### config.mk
export PLATFORM = sky130hd
export DESIGN_NAME = instruction_fetch_stage_flat
export DESIGN_NICKNAME = d
export VERILOG_FILES = /design/src/rtl/instruction_fetch_stage_pkg.sv /design/src/rtl/instruction_fetch_stage_if.sv /design/src/rtl/if_id_register.sv /design/src/rtl/instruction_fetch_stage.sv /design/src/flat_wrapper.sv
export SDC_FILE = /design/constraint.sdc
export NUM_CORES = 1
export LEC_CHECK = 0
export ABC_AREA = 1
export CAP_MARGIN = 30
export CORE_ASPECT_RATIO = 0.5
export CORE_UTILIZATION = 47
export CTS_BUF_LIST = sky130_fd_sc_hd__clkbuf_8
export DETAILED_ROUTE_END_ITERATION = 16
export PLACE_DENSITY = 0.89
export SLEW_MARGIN = 10
export SYNTH_ARGS = -nofsm -noshare
export SYNTH_HDL_FRONTEND = slang
export SYNTH_SLANG_ARGS = --single-unit
### constraint.sdc
create_clock -name clk -period 2.5 [get_ports clk]
set_input_delay 0.375 -clock clk [delete_from_list [all_inputs] [get_ports clk]]
set_output_delay 0.375 -clock clk [all_outputs]
set_load 0.02 [all_outputs]
### src/rtl/instruction_fetch_stage_pkg.sv
// Shared definitions for the instruction fetch stage.
//   XLEN           datapath width
//   NOP_INSTR_DEF  bubble word (ADDI x0,x0,0)
//   RESET_PC_DEF   PC loaded on reset
//   if_id_t        IF/ID pipeline record {pc, instr, valid}
//   word_align     clears the two byte-offset bits of an address
package instruction_fetch_stage_pkg;
  localparam int XLEN = 32;
  localparam logic [XLEN-1:0] NOP_INSTR_DEF = 32'h0000_0013;
  localparam logic [XLEN-1:0] RESET_PC_DEF  = 32'h0000_0000;

  typedef struct packed {
    logic [XLEN-1:0] pc;
    logic [XLEN-1:0] instr;
    logic            valid;
  } if_id_t;

  function automatic logic [XLEN-1:0] word_align(input logic [XLEN-1:0] a);
    return a & ~(XLEN'(3));
  endfunction
endpackage

### src/rtl/instruction_fetch_stage_if.sv
// Fetch-stage bus bundle: decode/execute control, instruction memory port and
// the IF/ID outputs.
//   slave  : the fetch stage (drives pcAddress and the id* outputs)
//   master : surrounding pipeline / memory (drives stall, branch, instruction)
interface instruction_fetch_stage_if;
  import instruction_fetch_stage_pkg::*;
  logic            stall;
  logic            branchTaken;
  logic [XLEN-1:0] branchTarget;
  logic [XLEN-1:0] pcAddress;
  logic [XLEN-1:0] instruction;
  logic [XLEN-1:0] idPc;
  logic [XLEN-1:0] idInstruction;
  logic            idValid;
  logic [XLEN-1:0] fetchCount;

  modport slave (
    input  stall, branchTaken, branchTarget, instruction,
    output pcAddress, idPc, idInstruction, idValid, fetchCount
  );
  modport master (
    output stall, branchTaken, branchTarget, instruction,
    input  pcAddress, idPc, idInstruction, idValid, fetchCount
  );
endinterface

### src/rtl/if_id_register.sv
// IF/ID pipeline register.
//   clk, rst_n : clock, async active-low reset (resets to a bubble)
//   load       : capture d
//   flush      : replace contents with a bubble tagged with d.pc (wins over hold)
//   hold       : keep current contents
//   d / q      : IF/ID record in / out
module if_id_register
  import instruction_fetch_stage_pkg::*;
#(
  parameter logic [XLEN-1:0] NOP_INSTR = NOP_INSTR_DEF
) (
  input  logic   clk,
  input  logic   rst_n,
  input  logic   load,
  input  logic   flush,
  input  logic   hold,
  input  if_id_t d,
  output if_id_t q
);
  always_ff @(posedge clk or negedge rst_n) begin
    if (!rst_n) begin
      q <= '{pc: '0, instr: NOP_INSTR, valid: 1'b0};
    end else if (flush) begin
      q <= '{pc: d.pc, instr: NOP_INSTR, valid: 1'b0};
    end else if (!hold && load) begin
      q <= d;
    end
  end
endmodule

### src/rtl/instruction_fetch_stage.sv
// Instruction fetch stage: PC register, zero-latency instruction memory
// interface and IF/ID register. Per edge: branch redirect > stall > advance.
//   clk, rst_n : clock, async active-low reset
//   bus        : instruction_fetch_stage_if.slave (stall, branchTaken,
//                branchTarget, instruction in; pcAddress, idPc, idInstruction,
//                idValid, fetchCount out)
// Optional feature macro: IF_FETCH_COUNT_EN -- when defined, fetchCount counts
// normal-advance edges; otherwise it is tied to zero.
module instruction_fetch_stage
  import instruction_fetch_stage_pkg::*;
#(
  parameter logic [XLEN-1:0] RESET_PC  = RESET_PC_DEF,
  parameter logic [XLEN-1:0] NOP_INSTR = NOP_INSTR_DEF
) (
  input  logic                      clk,
  input  logic                      rst_n,
  instruction_fetch_stage_if.slave  bus
);
  logic [XLEN-1:0] pc;
  logic            advance;
  if_id_t          if_d, if_q;

  assign advance = !bus.branchTaken && !bus.stall;

  always_ff @(posedge clk or negedge rst_n) begin
    if (!rst_n)               pc <= word_align(RESET_PC);
    else if (bus.branchTaken) pc <= word_align(bus.branchTarget);
    else if (!bus.stall)      pc <= pc + XLEN'(4); // wraps modulo 2^32
  end

  // memory is word indexed
  assign bus.pcAddress = {2'b00, pc[XLEN-1:2]};

  assign if_d = '{pc: pc, instr: bus.instruction, valid: 1'b1};

  if_id_register #(.NOP_INSTR(NOP_INSTR)) u_if_id (
    .clk   (clk),
    .rst_n (rst_n),
    .load  (advance),
    .flush (bus.branchTaken),
    .hold  (bus.stall),
    .d     (if_d),
    .q     (if_q)
  );

  assign bus.idPc          = if_q.pc;
  assign bus.idInstruction = if_q.instr;
  assign bus.idValid       = if_q.valid;

`ifdef IF_FETCH_COUNT_EN
  logic [XLEN-1:0] fetch_cnt;
  always_ff @(posedge clk or negedge rst_n) begin
    if (!rst_n)       fetch_cnt <= '0;
    else if (advance) fetch_cnt <= fetch_cnt + XLEN'(1);
  end
  assign bus.fetchCount = fetch_cnt;
`else
  assign bus.fetchCount = '0;
`endif
endmodule

### src/flat_wrapper.sv
// flat-port wrapper written by rule: the top's interface ports become plain ports
module instruction_fetch_stage_flat import instruction_fetch_stage_pkg::*;
#(
  parameter logic [XLEN-1:0] RESET_PC  = RESET_PC_DEF,
  parameter logic [XLEN-1:0] NOP_INSTR = NOP_INSTR_DEF
)
  (clk, rst_n, bus_stall, bus_branchTaken, bus_branchTarget, bus_instruction, bus_pcAddress, bus_idPc, bus_idInstruction, bus_idValid, bus_fetchCount);
  instruction_fetch_stage_if bus_i ();
  input  logic clk;
  input  logic rst_n;
  input wire logic [$bits(bus_i.stall)-1:0] bus_stall;
  input wire logic [$bits(bus_i.branchTaken)-1:0] bus_branchTaken;
  input wire logic [$bits(bus_i.branchTarget)-1:0] bus_branchTarget;
  input wire logic [$bits(bus_i.instruction)-1:0] bus_instruction;
  output wire logic [$bits(bus_i.pcAddress)-1:0] bus_pcAddress;
  output wire logic [$bits(bus_i.idPc)-1:0] bus_idPc;
  output wire logic [$bits(bus_i.idInstruction)-1:0] bus_idInstruction;
  output wire logic [$bits(bus_i.idValid)-1:0] bus_idValid;
  output wire logic [$bits(bus_i.fetchCount)-1:0] bus_fetchCount;
  assign bus_i.stall = bus_stall;
  assign bus_i.branchTaken = bus_branchTaken;
  assign bus_i.branchTarget = bus_branchTarget;
  assign bus_i.instruction = bus_instruction;
  assign bus_pcAddress = bus_i.pcAddress;
  assign bus_idPc = bus_i.idPc;
  assign bus_idInstruction = bus_i.idInstruction;
  assign bus_idValid = bus_i.idValid;
  assign bus_fetchCount = bus_i.fetchCount;
  instruction_fetch_stage #(.RESET_PC(RESET_PC), .NOP_INSTR(NOP_INSTR)) u_core (.clk(clk), .rst_n(rst_n), .bus(bus_i));
endmodule
==> results_dict.tcl <==
set metrics [dict create \
    synth_area_um2 4570 \
    die_y_um 71.7 \
    globalRouteOverflowTotal 0 \
    area_growth_pct 40.8 \
    clk_pin_slew_ns 0.09 \
    num_rows 25 \
    end_kind "flop" \
    clkLatencyLatePin_ns 0.36 \
    vias_per_cell 5.25 \
    crit_arrival_ns 2.23 \
    synth_top_family_by_area "simple AND/OR/NAND/NOR gates" \
    fin_crit_ns 1.97 \
    grt_setup_unrepaired "no" \
    drv_cap 0 \
    n_antenna_cell 0 \
    synth-seq-area-share_pct 51.0 \
    intPower_mw 2.75 \
    ir_drop_v 0.000304 \
    ant_nets 0 \
    worstHoldPathType "reg -> reg" \
    grt_pass1_vias 4247 \
    nets 781 \
    fin_setup_tns_ns 0 \
    clock-sinks 93 \
    syn_inst 554 \
    max_slew_margin_pct 60.1 \
    dp_hpwl_um 9180 \
    crit_type "reg -> reg" \
    grt_usage_pct 26.4 \
    synth_compound_area_share_pct 12.3 \
    hold_viol_final 0 \
    fmax_ghz 0.508 \
    syn_avg_cell_area_um2 8.25 \
    whs_endpoint "u_core.u_if_id.q[36]$_DFFE_PN0P_" \
    outcome "finished, final reports clean" \
    grt_pass1_wl_um 20800 \
    synthMuxAreaShare_pct 0 \
    setup_viol 0 \
    swShare_pct 30.8 \
    worstHoldStart "u_core.u_if_id.q[36]$_DFFE_PN0P_" \
    drive_gt1_share_pct 5.16 \
    antenna_found_initial 0 \
    maxSlewViolCount 0 \
    yosys_warnings 0 \
    timing.reg2reg.setup_slack_ns 0.53 \
    critical_path_required_ns 2.76 \
    drt_iter0_drc 493 \
    cts_hold_buffers 1 \
    cp-start-kind "flop" \
    switchingPower_mw 1.22 \
    p_total_mw 3.97 \
    gp_congestion 0.927 \
    synth_seq_cells 93 \
    cts_setup_buffers 0 \
    dieArea_um2 10100 \
    p_clk_share_pct 29.8 \
    nFillCells 759 \
    grt_max_degree 89 \
    r2r_cells 8 \
    route.detailed.wl_per_inst_um 15.4 \
    portBuffers 158 \
    ios 197 \
    start_util_pct 48.4 \
    holdPathStages 2 \
    synth_cell_type_count 31 \
    vias 4470 \
    synthSimpleGateAreaFrac_pct 25.3 \
    r2r-start "u_core.pc[3]$_DFFE_PN0N_" \
    synth-xor-area-share_pct 0.192 \
    post-route-drc-count 0 \
    multi_input_area_um2 1880 \
    dr.pass1.iters 6 \
    timing.rr.end "u_core.pc[30]$_DFFE_PN0N_" \
    totalWireLength_um 13100 \
    p_seq_share_pct 44.8 \
    numCtsBuffers 9 \
    power.leakage_nw 2.93 \
    fin_skew_ns 0.00690 \
    clock_path_buffers 2 \
    h-tree-depth 3 \
    register_area_um2 2330 \
    power_density_nw_per_um2 618 \
    cts_resized 0 \
    coreArea_um2 9450 \
    min_period_over_period_pct 78.8 \
    combPwrFrac_pct 25.4 \
    root_buffer "clkbuf_8" \
    cts_tree "yes" \
    crit_fanout 6 \
    fp.dieW_um 141 \
    synth-adder-area-share_pct 0.274 \
    tightest_slew_ns 0.597 \
]
metrics by stage:
step           hold slack (ns)  utilization (%)  setup WS (ns)  cell area, µm²  instances
2_1_floorplan           0.0794                -          0.862            4700        589
3_3_place_gp             0.387             65.6          0.522            6190        835
3_5_place_dp             0.390             65.6          0.492            6190        835
4_1_cts                  0.487             68.1          0.599            6440        852
5_1_grt                  0.509             68.1          0.395            6440        852
6_report                 0.484             68.1          0.531            6440        852
area by class of cell:
type	instances	share of cell area (%)
timing repair buffer	169	26.2
inverter	37	2.16
tap	135	2.62
sequential	93	36.2
multi-input combinational	402	29.2
clock buffer	9	1.92
clock inverter	7	1.67
layout by cell type, fill, tap and decap left out:
cell / Yosys / final
a211oi_1: 2 / 2
a21oi_1: 6 / 6
a22o_1: 30 / 30
a22oi_1: 2 / 2
a31oi_1: 4 / 4
and2_1: 1 / 1
buf_12: 0 / 2
buf_4: 36 / 9
bufinv_16: 0 / 3
clkbuf_8: 0 / 9
clkdlybuf4s50_1: 0 / 157
clkinv_1: 1 / 1
clkinv_2: 0 / 2
conb_1: 1 / 36
dfrtp_1: 90 / 90
dfstp_2: 3 / 3
dlygate4sd3_1: 0 / 1
ha_1: 1 / 1
inv_1: 33 / 35
inv_2: 3 / 3
nand2_1: 165 / 165
nand3_1: 42 / 42
nand4_1: 6 / 6
nor2_1: 55 / 55
nor2_2: 2 / 2
nor2_4: 2 / 2
nor3_1: 6 / 6
o211ai_1: 2 / 2
o21ai_0: 30 / 30
o21ai_1: 1 / 1
o22a_1: 3 / 3
o22ai_1: 3 / 3
or2_2: 2 / 2
xor2_1: 1 / 1
registers in the layout, indices dropped and copies added (netlist names):
name              count
u_core.pc            30
u_core.u_if_id.q     63
critical path: stages, from the launching register on:
cell and delay [ns]:
dfrtp_1 0.50, ha_1 0.23, nand2_1 0.08, nor2_2 0.24, nand3_1 0.23, nor2_1 0.30
nand3_1 0.12, nand3_1 0.11, nand2_1 0.06
how the worst max path moves through the flow:
stage | slack (ns) | end | start
after floorplan | 0.86 | u_core.pc[22]$_DFFE_PN0N_ | u_core.pc[3]$_DFFE_PN0N_
after global placement | 0.52 | u_core.pc[8]$_DFFE_PN0N_ | bus_branchTaken
after detailed placement | 0.49 | u_core.pc[16]$_DFFE_PN0N_ | bus_branchTaken
after CTS | 0.60 | u_core.pc[30]$_DFFE_PN0N_ | u_core.pc[3]$_DFFE_PN0N_
after global routing | 0.39 | u_core.pc[30]$_DFFE_PN0N_ | u_core.pc[3]$_DFFE_PN0N_
final | 0.53 | u_core.pc[30]$_DFFE_PN0N_ | u_core.pc[3]$_DFFE_PN0N_
layer usage:
metal / share of wire (%) / vias to the layer above / routed length (µm) / GRT usage (%)
li1: - / 2061 / - / -
met1: 42 / 2100 / 5490 / 35.2
met2: 47 / 272 / 6200 / 43.0
met3: 8.5 / 37 / 1110 / 5.35
met4: 2.2 / 0 / 293 / 10.0
met5: 0 / - / 0 / 0
power groups by stage:
stage,Sequential (mW),Combinational (mW),Clock (mW)
2_1_floorplan,1.96,0.353,0
3_3_place_gp,1.80,0.983,0
3_5_place_dp,1.80,1.00,0
4_1_cts,1.78,1.01,1.20
5_1_grt,1.80,1.08,1.27
6_report,1.78,1.01,1.18
cells in the mapped netlist (all sizes together):
cell type | count | area, µm²
nand2 | 165 | 619
dfrtp | 90 | 2250
nor2 | 59 | 241
buf | 47 | 319
nand3 | 42 | 210
inv | 36 | 135
o21ai | 31 | 155
a22o | 30 | 263
clkbuf | 10 | 37.5
a21oi | 6 | 30.0
nand4 | 6 | 37.5
nor3 | 6 | 30.0
a31oi | 4 | 25.0
dfstp | 3 | 78.8
o22a | 3 | 26.3
o22ai | 3 | 18.8
a211oi | 2 | 15.0
a22oi | 2 | 15.0
o211ai | 2 | 15.0
or2 | 2 | 12.5
and2 | 1 | 6.26
clkinv | 1 | 3.75
conb | 1 | 3.75
ha | 1 | 12.5
xor2 | 1 | 8.76
cells by family (layout without fill, tap and decap cells):
family	Yosys count	after routing
AND/OR/NAND/NOR	281	281
buffers and inverters	94	222
flip-flops	93	93
AO/OA/AOI/OAI	83	83
adder cells (fa/ha/maj)	1	1
other	1	36
XOR/XNOR	1	1
(Power assumes the default switching activity.)
